### config.mk
export PLATFORM = sky130hd
export DESIGN_NAME = serial_display_rx
export DESIGN_NICKNAME = d
export VERILOG_FILES = /design/src/rtl/serial_display_rx.sv
export SDC_FILE = /design/constraint.sdc
export NUM_CORES = 1
export LEC_CHECK = 0
export ABC_AREA = 1
export CAP_MARGIN = 10
export CORE_MARGIN = 8
export CORE_UTILIZATION = 52
export DETAILED_ROUTE_END_ITERATION = 6
export PLACE_DENSITY = 0.86
export SYNTH_ARGS = -nofsm -noshare
export SYNTH_HDL_FRONTEND = slang
export SYNTH_SLANG_ARGS = --single-unit
### constraint.sdc
create_clock -name i_clk -period 1.9 [get_ports i_clk]
set_input_delay 0.285 -clock i_clk [delete_from_list [all_inputs] [get_ports i_clk]]
set_output_delay 0.285 -clock i_clk [all_outputs]
set_load 0.02 [all_outputs]
### src/rtl/serial_display_rx.sv
// serial_display_rx
// Receiving end of the serial display link. Samples the shift clock, latch
// strobe and serial data in the system clock domain, deserialises each frame
// and presents the latched display word (74HC595-chain style), with a
// frame-length check and a saturating bad-frame counter.
//
// Ports:
//   i_clk        system clock, rising edge
//   i_rst_n      asynchronous active-low reset
//   i_sclk       serial shift clock from the output shift stage
//   i_latch      frame latch strobe
//   i_bit        serial data, valid at the i_sclk rising edge
//   o_frame      last latched frame, first shifted bit in the MSB
//   o_valid      one-cycle pulse when o_frame updates
//   o_frame_err  last latched frame had a wrong bit count
//   o_bit_cnt    bits shifted since the last latch, saturating at FRAME_BITS+1
//   o_err_cnt    saturating count of bad frames
module serial_display_rx #(
  parameter int FRAME_BITS  = 48,
  parameter int SYNC_STAGES = 2,
  parameter int ERR_W       = 8,
  localparam int CNT_W      = $clog2(FRAME_BITS + 1)
) (
  input  logic                  i_clk,
  input  logic                  i_rst_n,
  input  logic                  i_sclk,
  input  logic                  i_latch,
  input  logic                  i_bit,
  output logic [FRAME_BITS-1:0] o_frame,
  output logic                  o_valid,
  output logic                  o_frame_err,
  output logic [CNT_W-1:0]      o_bit_cnt,
  output logic [ERR_W-1:0]      o_err_cnt
);

  localparam logic [CNT_W-1:0] CNT_FULL = CNT_W'(FRAME_BITS);
  localparam logic [CNT_W-1:0] CNT_SAT  = CNT_W'(FRAME_BITS + 1);
  localparam logic [ERR_W-1:0] ERR_MAX  = {ERR_W{1'b1}};

  typedef enum logic [1:0] {
    ST_IDLE     = 2'd0,
    ST_SHIFTING = 2'd1,
    ST_OVERRUN  = 2'd2
  } state_e;

  // {sclk, latch, bit} travel together so they stay mutually aligned.
  logic [2:0] raw_s;
  logic [2:0] in_s;
  assign raw_s = {i_sclk, i_latch, i_bit};

  generate
    if (SYNC_STAGES > 0) begin : g_sync
      logic [2:0] sync_q [SYNC_STAGES];

      // Synchroniser chain for the three link lines.
      always_ff @(posedge i_clk or negedge i_rst_n) begin
        if (!i_rst_n) begin
          for (int i = 0; i < SYNC_STAGES; i++) sync_q[i] <= 3'b000;
        end else begin
          sync_q[0] <= raw_s;
          for (int i = 1; i < SYNC_STAGES; i++) sync_q[i] <= sync_q[i-1];
        end
      end

      assign in_s = sync_q[SYNC_STAGES-1];
    end else begin : g_nosync
      assign in_s = raw_s;
    end
  endgenerate

  logic [1:0] hist_q;  // previous {sclk, latch}
  logic       sclk_rise_s;
  logic       latch_rise_s;
  logic       bit_s;

  assign sclk_rise_s  = in_s[2] & ~hist_q[1];
  assign latch_rise_s = in_s[1] & ~hist_q[0];
  assign bit_s        = in_s[0];

  // Edge-detect history for the synchronised strobes.
  always_ff @(posedge i_clk or negedge i_rst_n) begin
    if (!i_rst_n) hist_q <= 2'b00;
    else          hist_q <= in_s[2:1];
  end

  state_e                  state_q, state_d;
  logic [FRAME_BITS-1:0]   sr_q, sr_d;
  logic [CNT_W-1:0]        cnt_q, cnt_d;
  logic [FRAME_BITS-1:0]   frame_q, frame_d;
  logic                    valid_q, valid_d;
  logic                    ferr_q, ferr_d;
  logic [ERR_W-1:0]        errcnt_q, errcnt_d;
  logic                    bad_s;

  // Next-state: shift first, then a coincident latch closes the frame
  // including the bit just shifted in.
  always_comb begin
    state_d  = state_q;
    sr_d     = sr_q;
    cnt_d    = cnt_q;
    frame_d  = frame_q;
    valid_d  = 1'b0;
    ferr_d   = ferr_q;
    errcnt_d = errcnt_q;
    bad_s    = 1'b0;

    if (sclk_rise_s) begin
      sr_d = {sr_q[FRAME_BITS-2:0], bit_s};
      case (state_q)
        ST_IDLE: begin
          cnt_d   = cnt_q + CNT_W'(1);
          state_d = (cnt_d == CNT_SAT) ? ST_OVERRUN : ST_SHIFTING;
        end
        ST_SHIFTING: begin
          cnt_d   = cnt_q + CNT_W'(1);
          state_d = (cnt_d == CNT_SAT) ? ST_OVERRUN : ST_SHIFTING;
        end
        ST_OVERRUN: begin
          cnt_d   = cnt_q;
          state_d = ST_OVERRUN;
        end
        default: begin
          cnt_d   = cnt_q;
          state_d = ST_IDLE;
        end
      endcase
    end else begin
      sr_d = sr_q;
    end

    if (latch_rise_s) begin
      bad_s   = (cnt_d != CNT_FULL);
      frame_d = sr_d;
      valid_d = 1'b1;
      ferr_d  = bad_s;
      if (bad_s && (errcnt_q != ERR_MAX)) errcnt_d = errcnt_q + ERR_W'(1);
      else                                errcnt_d = errcnt_q;
      cnt_d   = '0;
      state_d = ST_IDLE;
    end else begin
      valid_d = 1'b0;
    end
  end

  // Frame state and registered outputs.
  always_ff @(posedge i_clk or negedge i_rst_n) begin
    if (!i_rst_n) begin
      state_q  <= ST_IDLE;
      sr_q     <= '0;
      cnt_q    <= '0;
      frame_q  <= '0;
      valid_q  <= 1'b0;
      ferr_q   <= 1'b0;
      errcnt_q <= '0;
    end else begin
      state_q  <= state_d;
      sr_q     <= sr_d;
      cnt_q    <= cnt_d;
      frame_q  <= frame_d;
      valid_q  <= valid_d;
      ferr_q   <= ferr_d;
      errcnt_q <= errcnt_d;
    end
  end

  assign o_frame     = frame_q;
  assign o_valid     = valid_q;
  assign o_frame_err = ferr_q;
  assign o_bit_cnt   = cnt_q;
  assign o_err_cnt   = errcnt_q;

endmodule

==> tab_implementation.tex <==
\begin{tabular}{lr}
\hline
Metric & Value \\
\hline
\multicolumn{2}{l}{\textbf{Routing}} \\
Total length of routed wires & 10.8 mm \\
First-iteration detailed-routing DRC count & 270 \\
Detailed-routing iteration count for the pre-antenna-repair pass & 5 \\
Number of vias per cell & 5.34 \\
Detailed-route wire length per cell & 15.3 um \\
Vias post-DR & 3767 \\
DRT antenna net count & 0 \\
Post-route DRC & 0 \\
\multicolumn{2}{l}{\textbf{CTS}} \\
Maximum buffer depth of the clock tree & 2 \\
Clock Sinks & 122 \\
CTS tree & yes \\
Number of buffers created by CTS & 17 \\
Depth of the CTS H-tree & 4 \\
Post-CTS clock slew at the launch and capture registers of the worst setup and hold paths & 0.06 ns \\
Clock Latency Late Sink & 0.50 ns \\
Root cell of the clock tree & sky130\_fd\_sc\_hd\_\_clkbuf\_8 \\
\multicolumn{2}{l}{\textbf{Critical path}} \\
Data arrival time at the worst-slack endpoint & 1.55 ns \\
Crit path largest cell delay & 0.64 ns \\
Max FO, Critical Path & 4 \\
Worst setup endpoint & o\_err\_cnt[7] \\
Count of buffer and inverter cells on the critical path & 1 \\
CP max stage cell & sky130\_fd\_sc\_hd\_\_clkdlybuf4s50\_1 \\
Worst setup startpoint & o\_err\_cnt[7]\$\_DFFE\_PN0P\_ \\
Reg-to-reg endpoint & o\_err\_cnt[1]\$\_DFFE\_PN0P\_ \\
Endpoint required time on the critical path & 1.62 ns \\
Crit-path cells & clkdlybuf4s50\_1 \\
Sort of element at the start of the critical path & flop \\
R2r worst-path depth & 9 \\
Reg2reg start & o\_bit\_cnt[1]\$\_DFF\_PN0\_ \\
Critical path class & flop to output port \\
Flop-to-flop setup slack & 0.09 ns \\
Critical Path Stages & 1 \\
Kind of capture point of the worst setup path & output port \\
Critical path's top delay family & buffers and inverters \\
\multicolumn{2}{l}{\textbf{Final layout}} \\
Final nets & 589 \\
Final design utilization & 69.3\% \\
Synthesis-to-layout area growth & 31.9\% \\
Non-filler cells in the finished layout & 705 \\
Number of filler cells placed in the layout & 661 \\
Fraction of layout instances using a drive strength above 1 & 9.09\% \\
Number of antenna repair diodes & 0 \\
\multicolumn{2}{l}{\textbf{Floorplan}} \\
Count of standard-cell rows & 35 \\
Starting density of the core & 52.6\% \\
I/O pins & 69 \\
Die extent in x & 112 um \\
Die Area & 0.0125 mm2 \\
Chip Height & 112 um \\
Core region area & 0.00906 mm2 \\
\multicolumn{2}{l}{\textbf{Pwr}} \\
Combinational share of power & 16.0\% \\
Power density of the placed cells & 1250 mW/mm2 \\
Sw frac & 25.9\% \\
Relative contribution of sequential cells to total power & 39.1\% \\
Peak supply drop & 0.955 mV \\
Leak Pwr & 0.00315 uW \\
Internal power component & 5840 uW \\
Power share of the clock group & 44.9\% \\
Switching component of the power & 2040 uW \\
\multicolumn{2}{l}{\textbf{Hold path}} \\
Class of the worst hold path & primary input to flop \\
\multicolumn{2}{l}{\textbf{Yosys}} \\
Cells after synthesis & 506 \\
Sequential cell area fraction in the yosys report & 64.1\% \\
Synth cell types & 25 \\
Mean instance size in the synthesized netlist & 9.42 um2 \\
Post-synthesis net count & 514 \\
Flip-flop and latch count after synthesis & 122 \\
Yosys warning total & 0 \\
Post-synthesis instance area & 0.00477 mm2 \\
\multicolumn{2}{l}{\textbf{STA}} \\
Unrepaired setup endpoints after global routing & no \\
Shortest clock period the worst path allows after layout & 1.84 ns \\
Slew margin rel. & 65.7\% \\
Slew Limit Fails & 0 \\
Slew at the pin with the worst max-slew slack & 0.515 ns \\
Final setup viols & 0 \\
Final hold violation count & 0 \\
Final period utilization & 96.8\% \\
Worst Skew & 0.00860 ns \\
Minimum setup slack in the final design & 0.0613 ns \\
Achievable frequency & 544 MHz \\
Total Neg Setup Slack & 0 ns \\
\multicolumn{2}{l}{\textbf{Global route}} \\
Total gr overflow & 0 \\
Largest net degree at the start of global routing & 53 \\
Vias in the first global route & 3872 \\
Global-route usage over all layers & 18.2\% \\
Wire length of the first global-routing pass & 18.6 mm \\
Initial antenna violation count & 0 \\
\multicolumn{2}{l}{\textbf{Placement}} \\
Placement-stage worst setup slack & 0.129 ns \\
RD Place Congestion & 0.797 \\
Number of instances in the placed design & 672 \\
Detailed placement HPWL & 6.88 mm \\
I/O Buffers & 68 \\
\multicolumn{2}{l}{\textbf{Run status}} \\
Outcome & complete, no violations \\
\multicolumn{2}{l}{\textbf{Run}} \\
Number of maximum-capacitance constraint violations & 0 \\
\hline
\end{tabular}
## what timing repair did
item,CTS,global route
buffers inserted,0,0
gates resized for setup,4,8
hold endpoints to repair,37,0
hold buffers,1,0
setup endpoints to repair,4,12
## placed cells by master (no fill, tap or decap), types with 6 or more instances in the layout
| cell | instances |
|---|---|
| sky130_fd_sc_hd__nand4_1 | 10 |
| sky130_fd_sc_hd__nor2_1 | 55 |
| sky130_fd_sc_hd__inv_1 | 15 |
| sky130_fd_sc_hd__a31oi_1 | 46 |
| sky130_fd_sc_hd__nand3_1 | 14 |
| sky130_fd_sc_hd__buf_4 | 7 |
| sky130_fd_sc_hd__clkdlybuf4s50_1 | 60 |
| sky130_fd_sc_hd__bufinv_16 | 6 |
| sky130_fd_sc_hd__clkbuf_16 | 16 |
| sky130_fd_sc_hd__dfrtp_1 | 120 |
| sky130_fd_sc_hd__nand2_1 | 192 |
## power groups by stage
stage               registers, uW  clock network [uW]  logic (uW)
floorplan                    3320                   0         426
global placement             3110                   0        1230
detailed placement           3120                   0        1260
CTS                          3080                3570        1280
global route                 3120                3690        1370
finish                       3080                3540        1260
## routing by layer
| metal | wire length [um] | vias to the layer above | GRT usage (%) | share of wire (%) |
|---|---|---|---|---|
| met2 | 5400 | 108 | 29.8 | 50 |
| li1 | - | 1793 | - | - |
| met5 | 0 | - | 0 | 0 |
| met3 | 564 | 19 | 4.87 | 5.2 |
| met4 | 195 | 0 | 8.02 | 1.8 |
| met1 | 4610 | 1847 | 22.3 | 43 |
## final cells by class
class                   count  area [um2]  share of cell area (%)
clock inverters            12         220                    3.50
well taps                 111         139                    2.21
inverters                  18        67.6                    1.08
multi-input cells         344        1570                    25.0
clock buffers              20         435                    6.93
flip-flops and latches    122        3060                    48.6
repair buffers             78         796                    12.7
## synthesized netlist by cell type
| cell | n | area share [%] |
|---|---|---|
| sky130_fd_sc_hd__nand2_1 | 193 | 15 |
| sky130_fd_sc_hd__nand2_4 | 1 | 0.24 |
| sky130_fd_sc_hd__nand4_1 | 10 | 1.3 |
| sky130_fd_sc_hd__a22oi_1 | 1 | 0.16 |
| sky130_fd_sc_hd__nand2_2 | 1 | 0.13 |
| sky130_fd_sc_hd__xor2_1 | 4 | 0.74 |
| sky130_fd_sc_hd__a31oi_1 | 46 | 6.0 |
| sky130_fd_sc_hd__buf_2 | 3 | 0.31 |
| sky130_fd_sc_hd__nand3_1 | 14 | 1.5 |
| sky130_fd_sc_hd__inv_1 | 16 | 1.3 |
| sky130_fd_sc_hd__nor3_1 | 1 | 0.10 |
| sky130_fd_sc_hd__dfrtp_1 | 122 | 64 |
| sky130_fd_sc_hd__a21oi_1 | 3 | 0.31 |
| sky130_fd_sc_hd__nor2_2 | 2 | 0.26 |
| sky130_fd_sc_hd__o21bai_1 | 1 | 0.16 |
| sky130_fd_sc_hd__buf_1 | 9 | 0.71 |
| sky130_fd_sc_hd__nor2_1 | 56 | 4.4 |
| sky130_fd_sc_hd__o21ai_1 | 1 | 0.10 |
| sky130_fd_sc_hd__nand3_4 | 1 | 0.37 |
| sky130_fd_sc_hd__o21ai_0 | 3 | 0.31 |
| sky130_fd_sc_hd__clkbuf_1 | 10 | 0.79 |
| sky130_fd_sc_hd__xnor2_1 | 2 | 0.37 |
| sky130_fd_sc_hd__nor2_4 | 1 | 0.24 |
| sky130_fd_sc_hd__inv_2 | 2 | 0.16 |
| sky130_fd_sc_hd__ha_1 | 3 | 0.79 |
## registers in the layout, summed over array words and instances (netlist names)
register	flops
g_sync.sync_q	3
hist_q	2
in_s	3
o_bit_cnt	6
o_err_cnt	8
o_frame	48
o_frame_err	1
o_valid	1
sr_q	48
state_q	2
## cell families (layout without fill, tap and decap cells)
logic type / count (synthesis) / in the layout / share of synthesized area, %
adder cells (fa/ha/maj): 3 / 3 / 0.788
AND/OR/NAND/NOR: 280 / 280 / 23.7
XOR/XNOR: 6 / 6 / 1.10
AO/OA/AOI/OAI: 55 / 55 / 7.09
buffers and inverters: 40 / 128 / 3.23
flip-flops: 122 / 122 / 64.1
## worst min-delay path by stage
stage	from	endpoint	depth (start not counted)
after floorplan	i_rst_n	g_sync.sync_q[3]$_DFF_PN0_	0
after CTS	i_bit	g_sync.sync_q[3]$_DFF_PN0_	1
after global routing	i_bit	g_sync.sync_q[3]$_DFF_PN0_	1
final	i_bit	g_sync.sync_q[3]$_DFF_PN0_	1
after detailed placement	i_rst_n	o_frame[25]$_DFFE_PN0P_	1
after global placement	i_rst_n	o_frame[25]$_DFFE_PN0P_	1
## stage by stage
step | hold slack [ns] | instance area [um2] | power (uW)
floorplan | -0.0106 | 4770 | 3750
global placement | 0.285 | 5610 | 4340
detailed placement | 0.295 | 5610 | 4380
CTS | 0.208 | 6270 | 7930
global route | 0.219 | 6280 | 8180
finish | 0.220 | 6280 | 7880
No activity file was read; power rests on OpenSTA's default activity.
